===== src/rtl/ezm_seq_pkg.sv =====
// Shared types and constants for the EZM core program sequencer.
// Opcode field constants are used when assembling programs for the core.
package ezm_seq_pkg;

   typedef enum logic [2:0] {
      S_IDLE,
      S_FETCH,
      S_EXEC,
      S_DRAIN_F,
      S_DRAIN_E,
      S_DONE
   } state_e;

   localparam logic [1:0] ST_END     = 2'b00;
   localparam logic [1:0] ST_TIMEOUT = 2'b01;
   localparam logic [1:0] ST_HALT    = 2'b10;

   localparam logic [5:0] OP_NOP    = 6'b000000;
   localparam logic [5:0] OP_LOAD   = 6'b100000;
   localparam logic [5:0] OP_BRANCH = 6'b011000;
   localparam logic [5:0] OP_STORE  = 6'b001000;
   localparam logic [5:0] OP_ADD    = 6'b010000;
   localparam logic [5:0] OP_NEG    = 6'b000001;

   function automatic logic [7:0] sat_inc8(input logic [7:0] v);
      return (v == 8'hFF) ? v : v + 8'd1;
   endfunction

endpackage


===== src/rtl/ezm_prog_mem.sv =====
// Program store: synchronous write, combinational read.
// Contents are deliberately not reset.
module ezm_prog_mem #(
   parameter int unsigned DEPTH = 32,
   parameter int unsigned IW    = 6,
   parameter int unsigned AW    = $clog2(DEPTH)
) (
   input  logic          clk,
   input  logic          we,
   input  logic [AW-1:0] waddr,
   input  logic [IW-1:0] wdata,
   input  logic [AW-1:0] raddr,
   output logic [IW-1:0] rdata
);

   logic [IW-1:0] mem_q [DEPTH];

   always_ff @(posedge clk) begin
      if (we) mem_q[waddr] <= wdata;
   end

   assign rdata = mem_q[raddr];

endmodule


===== src/rtl/ezm_cpu_sequencer.sv =====
// Sequencer for the two-phase EZM accumulator core: feeds instruction words by
// PC, stops on program end / budget / halt, then drains the accumulator.
module ezm_cpu_sequencer
   import ezm_seq_pkg::*;
#(
   parameter  int unsigned DEPTH     = 32,
   parameter  int unsigned IW        = 6,
   parameter  int unsigned DW        = 8,
   parameter  int unsigned MAX_INSTR = 255,
   localparam int unsigned AW        = $clog2(DEPTH)
) (
   input  logic          clk,
   input  logic          rst,
   input  logic          prog_we,
   input  logic [AW-1:0] prog_addr,
   input  logic [IW-1:0] prog_data,
   input  logic [AW:0]   prog_len,
   input  logic          start,
   input  logic          halt_req,
   input  logic [DW-1:0] cpu_out,
   output logic [IW-1:0] cpu_in,
   output logic          cpu_rst,
   output logic          busy,
   output logic          done,
   output logic [1:0]    status,
   output logic [DW-1:0] acc_q,
   output logic [7:0]    instr_cnt
);

   state_e        state_q, state_d;
   logic [AW:0]   len_q, len_d;
   logic [IW-1:0] ir_q, ir_d;
   logic [7:0]    cnt_q, cnt_d;
   logic [1:0]    status_q, status_d;
   logic [DW-1:0] acc_d;
   logic          halt_pend_q, halt_pend_d;
   logic          busy_q, busy_d;
   logic          cpu_rst_q, cpu_rst_d;
   logic          done_q, done_d;
   logic [IW-1:0] mem_rdata;

   ezm_prog_mem #(.DEPTH(DEPTH), .IW(IW), .AW(AW)) u_mem (
      .clk   (clk),
      .we    (prog_we && !busy_q),
      .waddr (prog_addr),
      .wdata (prog_data),
      .raddr (cpu_out[AW-1:0]),
      .rdata (mem_rdata)
   );

   always_comb begin
      state_d     = state_q;
      len_d       = len_q;
      ir_d        = ir_q;
      cnt_d       = cnt_q;
      status_d    = status_q;
      acc_d       = acc_q;
      busy_d      = busy_q;
      cpu_rst_d   = cpu_rst_q;
      done_d      = done_q;
      cpu_in      = IW'(OP_NOP);
      halt_pend_d = halt_pend_q || (busy_q && halt_req);
      unique case (state_q)
         S_IDLE: begin
            if (start) begin
               len_d     = prog_len;
               cnt_d     = '0;
               status_d  = ST_END;
               busy_d    = 1'b1;
               cpu_rst_d = 1'b0;
               state_d   = (prog_len == '0) ? S_DRAIN_F : S_FETCH;
            end
         end
         S_FETCH: begin
            ir_d = mem_rdata;
            // End checks are evaluated before the fetched word is issued.
            if (32'(cpu_out) >= 32'(len_q)) begin
               status_d = ST_END;
               state_d  = S_DRAIN_E;
            end else if (cnt_q == 8'(MAX_INSTR)) begin
               status_d = ST_TIMEOUT;
               state_d  = S_DRAIN_E;
            end else if (halt_pend_q) begin
               status_d = ST_HALT;
               state_d  = S_DRAIN_E;
            end else begin
               cpu_in  = mem_rdata;
               state_d = S_EXEC;
            end
         end
         S_EXEC: begin
            cpu_in  = ir_q;
            cnt_d   = sat_inc8(cnt_q);
            state_d = S_FETCH;
         end
         S_DRAIN_F: state_d = S_DRAIN_E;
         S_DRAIN_E: begin
            acc_d     = cpu_out;
            busy_d    = 1'b0;
            cpu_rst_d = 1'b1;
            done_d    = 1'b1;
            state_d   = S_DONE;
         end
         S_DONE: begin
            done_d      = 1'b0;
            halt_pend_d = 1'b0;
            state_d     = S_IDLE;
         end
         default: state_d = S_IDLE;
      endcase
   end

   always_ff @(posedge clk) begin
      if (rst) begin
         state_q     <= S_IDLE;
         len_q       <= '0;
         ir_q        <= '0;
         cnt_q       <= '0;
         status_q    <= ST_END;
         acc_q       <= '0;
         halt_pend_q <= 1'b0;
         busy_q      <= 1'b0;
         cpu_rst_q   <= 1'b1;
         done_q      <= 1'b0;
      end else begin
         state_q     <= state_d;
         len_q       <= len_d;
         ir_q        <= ir_d;
         cnt_q       <= cnt_d;
         status_q    <= status_d;
         acc_q       <= acc_d;
         halt_pend_q <= halt_pend_d;
         busy_q      <= busy_d;
         cpu_rst_q   <= cpu_rst_d;
         done_q      <= done_d;
      end
   end

   assign cpu_rst   = cpu_rst_q;
   assign busy      = busy_q;
   assign done      = done_q;
   assign status    = status_q;
   assign instr_cnt = cnt_q;

endmodule


===== config.mk =====
export PLATFORM = sky130hd
export DESIGN_NAME = ezm_cpu_sequencer
export DESIGN_NICKNAME = d
export VERILOG_FILES = /design/src/rtl/ezm_seq_pkg.sv /design/src/rtl/ezm_prog_mem.sv /design/src/rtl/ezm_cpu_sequencer.sv
export SDC_FILE = /design/constraint.sdc
export NUM_CORES = 1
export LEC_CHECK = 0
export ABC_AREA = 0
export BUFFER_PORTS_ARGS = -buffer_cell sky130_fd_sc_hd__buf_4
export CAP_MARGIN = 20
export CORE_MARGIN = 3
export CORE_UTILIZATION = 57
export DETAILED_ROUTE_END_ITERATION = 16
export PLACE_DENSITY = 0.76
export SLEW_MARGIN = 25
export SYNTH_ARGS = -nofsm -noshare
export SYNTH_HDL_FRONTEND = slang
export SYNTH_HIERARCHICAL = 1
export SYNTH_SLANG_ARGS = --single-unit
export TNS_END_PERCENT = 10

===== constraint.sdc =====
create_clock -name clk -period 2.7 [get_ports clk]
set_input_delay 0.135 -clock clk [delete_from_list [all_inputs] [get_ports clk]]
set_output_delay 0.135 -clock clk [all_outputs]
set_load 0.01 [all_outputs]

; Yosys cells after proc, flatten, opt, wreduce, memory -nomap -nowiden
; Memory sizes are Yosys's and may differ from the RTL's.
; Index checks and enable logic that the tools add are counted.
[op_classes]
addsub = 1
n_lt_le_gt_ge = 1
eq_ne = 9
n_mux = 25
n_reduce_logical = 15
[ops]
columns = cell, n
row1 = 2-to-1 mux 6 bit, 3
row2 = 2-to-1 mux 8 bit, 2
row3 = case mux 8 bit (2 select lines), 1
row4 = case mux 3 bit (5 select lines), 1
row5 = 2-to-1 mux 3 bit, 4
row6 = case mux 6 bit (2 select lines), 1
row7 = 2-to-1 mux 2 bit, 5
row8 = adder 8 x 1 -> 8 bit (second input constant), 1
row9 = equality test 8 bit (second input constant), 1
row10 = >= comparator 8 x 6 -> 1 bit, 1
row11 = nonzero test 2 bit, 4
row12 = equality test 3 x 2 -> 1 bit (second input constant), 2
row13 = equality test 3 bit (second input constant), 2
row14 = zero test 6 bit, 1
row15 = case mux 1 bit (2 select lines), 3
row16 = AND reduction 3 bit, 2
row17 = 2-to-1 mux 1 bit, 4
row18 = inequality test 2 bit (second input constant), 2
row19 = inequality test 4 bit (second input constant), 1
row20 = case mux 2 bit (2 select lines), 1
row21 = AND reduction 2 bit, 2
row22 = equality test 3 x 1 -> 1 bit (second input constant), 1
row23 = zero test 3 bit, 1
row24 = logical AND 1 bit, 2
row25 = other kinds (3), 3
[totals]
reg_bits = 37
mem_bits_rw = 192
in_bits = 30
output_inout_bits = 27
mem_count = 1
[mem_list]
columns = name, depth, word_bits, read_ports, rd_ports_with_merged_regs, wr, line
row1 = u_mem.mem_q, 32, 6, 1, 0, 1, ezm_prog_mem.sv:16  ; logic [IW-1:0] mem_q [DEPTH];

; Logic depth before layout (Yosys ltp)
; An unclocked memory read counts as a cell.
[logic_depth]
depth_word = 5
ltp_mapped = 7
ltp_nobuf = 7

; By module
; The synthesis kept the hierarchy.
[by_module_without_submodules]
columns = module, n_inst, cells_each, area_each_um2, seq_area_each_um2
row1 = ezm_prog_mem, 1, 317, 7469.7, 5765.5
row2 = ezm_cpu_sequencer, 1, 201, 1740.4, 740.7

; Worst setup path after synthesis
; OpenSTA, ideal clock, no wires.
[synth_timing]
kind = input port to output port
startpoint = input cpu_out[2]
endpoint = output cpu_in[0]
arrival_time_ns = 2.125
t_required_ns = 2.565
setup_slack_ns = 0.440
stages = 6
n_path_buf = 2
cell_sequence = clkbuf_1 > clkbuf_1 > mux4_2 > mux4_2 > mux2_2 > a32o_1
[synth_between]
elab_chain_len = 5
word_cells_on_any_way = 6
[synth_lines]
columns = element, line
row1 = start: declaration, ezm_cpu_sequencer.sv:20  ; input logic [DW-1:0] cpu_out,
row2 = memory (32 x 6 bit), n/a
row3 = via mem_rdata[0], ezm_cpu_sequencer.sv:40  ; logic [IW-1:0] mem_rdata;
row4 = 2-to-1 mux 6 bit, ezm_cpu_sequencer.sv:83  ; end else if (halt_pend_q) begin
row5 = 2-to-1 mux 6 bit, ezm_cpu_sequencer.sv:80  ; end else if (cnt_q == 8'(MAX_INSTR)) begin
row6 = 2-to-1 mux 6 bit, ezm_cpu_sequencer.sv:77  ; if (32'(cpu_out) >= 32'(len_q)) begin
row7 = case mux 6 bit (2 select lines), ezm_cpu_sequencer.sv:63  ; unique case (state_q)
row8 = end: declaration, ezm_cpu_sequencer.sv:21  ; output logic [IW-1:0] cpu_in,
; The timed path passes the listed nets, and every way through them passes these cells.

; Worst setup path after layout
[layout_timing]
startpoint = memory u_mem.mem_q[22][1]
endpoint = output cpu_in[1]
[layout_between]
elab_chain_len = 5
[layout_lines]
columns = element, line
row1 = start: declaration, ezm_prog_mem.sv:16
row2 = memory (32 x 6 bit), n/a
row3 = via mem_rdata[1], ezm_cpu_sequencer.sv:40
row4 = 2-to-1 mux 6 bit, ezm_cpu_sequencer.sv:83
row5 = 2-to-1 mux 6 bit, ezm_cpu_sequencer.sv:80
row6 = 2-to-1 mux 6 bit, ezm_cpu_sequencer.sv:77
row7 = case mux 6 bit (2 select lines), ezm_cpu_sequencer.sv:63
; The timed path passes the listed nets, and every way through them passes these cells.

==> results.json <==
{
  "outcome": "finished with violations",
  "violations": "negative setup slack",
  "cts_tree": "yes",
  "synth-xor-area-share_pct": 0.571,
  "num_vias": 5150,
  "synth_most_common_cell": "edfxtp_1",
  "fin_skew_ns": 0.0269,
  "layout.nets": 655,
  "yosys.cell_types.count": 49,
  "synth-edff-count": 192,
  "place.gp.congestion": 0.840,
  "cts_buffers": 24,
  "synth_top_family_by_area": "multiplexers",
  "holdPathEnd": "u_mem/mem_q[5][4]",
  "seqPwrFrac_pct": 50.9,
  "clock_latency_ns": 0.52,
  "drive_gt1_share_pct": 29.4,
  "hold_class": "primary input to register",
  "seqCellArea_mm2": 0.00651,
  "hold_depth": 1,
  "die_h_um": 133,
  "antenna_found_initial": 0,
  "first_pass_iters": 4,
  "grt_pass1_vias": 5320,
  "synthFlopType": "edfxtp_1",
  "max-slew-margin-rel_pct": 57.6,
  "dieArea_mm2": 0.0177,
  "drc": 0,
  "setup_viol": 5,
  "seq_area_frac_synth_pct": 70.6,
  "worstReg2RegEnd": "u_mem/mem_q[16][0]",
  "maxCapViolCount": 0,
  "synthToLayoutAreaGrowth_pct": 19.2,
  "startpoint_type": "register",
  "multi_input_comb_area_mm2": 0.00258,
  "routedWlPerCell_um": 23.2,
  "synth_common_cells": "edfxtp_1, mux4_2, nor2_1, nand2_1, dfxtp_1",
  "num_rows": 45,
  "max_freq_mhz": 362,
  "nFillCells": 919,
  "hold_ws_ns": 0.0378,
  "antennaDiodeCount": 0,
  "tightest_slew_ns": 0.633,
  "synth.area.top_cells": "edfxtp_1, mux4_2, dfxtp_1, nor2_1, nand2_1",
  "pwr-share-comb_pct": 7.3,
  "post-route-min-period_ns": 2.76,
  "drv_slew": 0,
  "grt_overflow": 0,
  "grt_use_total_pct": 22.6,
  "clock-sinks": 229,
  "cp-end-kind": "output pin",
  "swShare_pct": 21.2,
  "rsz0062_at_grt": "true",
  "ys_ff_latch": 229,
  "fin_setup_tns_ns": -0.174,
  "synth_compound_area_share_pct": 3.31,
  "reg2reg_from": "busy",
  "grt_first_pass_wirelength_mm": 30.7,
  "r2r_cells": 3,
  "coreArea_mm2": 0.0155,
  "clockPowerShare_pct": 41.8,
  "hold_violations": 0,
  "internal_power_mw": 6.06,
  "cts_buffer_depth": 3,
  "critPathMaxFanout": 2,
  "synth-adder-area-share_pct": 0.951,
  "syn_inst": 518,
  "yosys.area_share.simple_pct": 6.66,
  "vias_per_cell": 6.09,
  "grt_max_degree": 42,
  "drtIter0Drc": 464,
  "critPathKind": "register to output pin",
  "cts_root_buf": "clkbuf_16",
  "r2r_slack_ns": 0.36,
  "synth_mux_area_share_pct": 16.2,
  "start_util_pct": 59.5,
  "syn-num-nets": 555,
  "setup_slack_ns": -0.0639,
  "io_pins": 57,
  "cp.arrival_ns": 2.63,
  "timing.final.crit_share_pct": 102,
  "yosysWarnings": 6,
  "synth-async-reset-ratio_pct": 0,
  "die_w_um": 133,
  "peakVddDrop_uv": 568,
  "synth_top_area_share_pct": 62.6,
  "clk_pin_slew_ns": 0.06,
  "totalWireLength_mm": 19.6,
  "p_per_area_mw_per_mm2": 700,
  "required_ns": 2.57,
  "hp-start": "prog_data[4]",
  "synth_area_mm2": 0.00921,
  "p_switching_mw": 1.63,
  "io_buffers": 56,
  "dp_hpwl_mm": 12.5,
  "leakagePower_nw": 3.73,
  "avgSynthCellArea_um2": 17.8,
  "yosysTopAreaCell": "edfxtp_1",
  "htreeDepth": 1,
  "drtAntennaViolNets": 0
}
## flip-flops by register name (all words and copies together) (netlist names)
signal and cells:
cpu_rst 1, halt_pend_q 1, instr_cnt 8, ir_q 6, status 2, len_q 6, state_q 3, done 1
u_mem/mem_q 192, acc_q 8, busy 1
## power groups by stage
stage	registers, mW	clock network (mW)	logic [mW]
global placement	3.98	0	0.506
floorplan	3.98	0	0.309
finish	3.91	3.21	0.564
detailed placement	3.98	0	0.520
CTS	3.91	3.26	0.559
global route	3.91	3.42	0.612
## logic make-up after synthesis
| logic type | Yosys count |
|---|---|
| AO/OA/AOI/OAI | 41 |
| flip-flops | 229 |
| XOR/XNOR | 6 |
| buffers and inverters | 32 |
| adder cells (fa/ha/maj) | 7 |
| multiplexers | 73 |
| AND/OR/NAND/NOR | 130 |
## worst max path at each step
stage	end	cells past startpoint	start	slack, ns
2_1_floorplan	cpu_in[0]	6	cpu_out[2]	0.44
3_3_place_gp	cpu_in[2]	7	cpu_out[0]	0.29
3_5_place_dp	cpu_in[0]	7	cpu_out[0]	0.28
4_1_cts	cpu_in[1]	5	u_mem/mem_q[22][1]	-0.05
5_1_grt	cpu_in[1]	5	u_mem/mem_q[22][1]	-0.10
6_report	cpu_in[1]	5	u_mem/mem_q[22][1]	-0.06
## through the flow
step	std cells	instance area (µm²)	utilization (%)	setup slack (ns)	total power [mW]
after floorplan	518	9210	-	0.440	4.29
after global placement	781	9940	64.2	0.285	4.49
after detailed placement	781	9940	64.2	0.284	4.50
after CTS	846	11000	70.8	-0.0487	7.73
after global routing	846	11000	70.9	-0.100	7.94
final	846	11000	70.9	-0.0639	7.69
## critical path, cell delays in order (launching register included)
cell and delay (ns):
edfxtp_1 0.40, mux4_2 0.50, mux4_2 0.53, mux2_4 0.30, a32o_1 0.25, buf_6 0.13
## routing by layer
layer  wire, µm  part of all wire, %  global-route usage [%]  vias to the layer above
met3       1680                  8.6                    4.34                       41
met4        510                  2.6                    6.46                        0
met1       7980                   41                    32.4                     2587
met5          0                    0                       0                        -
met2       9410                   48                    36.4                      266
li1           -                    -                       -                     2256
## area by class of cell
class / count / area share [%]
sequential: 229 / 59.3
multi-input combinational: 257 / 23.5
timing repair buffer: 96 / 7.43
clock buffer: 30 / 5.68
tap: 211 / 2.41
clock inverter: 13 / 1.37
inverter: 10 / 0.342
## what timing repair did
item / 4_1_cts / 5_1_grt
hold endpoints to repair: 16 / 0
buffers inserted: 0 / 0
hold buffers: 22 / 0
endpoints found under the setup margin: 6 / 6
gates resized for setup: 8 / 4
## placed cells by master, fill, tap and decap left out, types with 4 or more instances in the layout
master         count
clkbuf_1           6
nand2_1           38
nor2_1            52
mux2_4             6
buf_4             68
buf_6              4
nand3b_1           5
clkbuf_16         24
ha_1               7
nand3_1            4
inv_1             10
mux2i_1            6
a32o_1             6
xor2_1             6
dlygate4sd3_1     22
edfxtp_1         192
a21oi_1           19
clkinv_2           5
dfxtp_1           37
and3_1             4
mux4_2            60
Power figures use the tool's default switching activity.
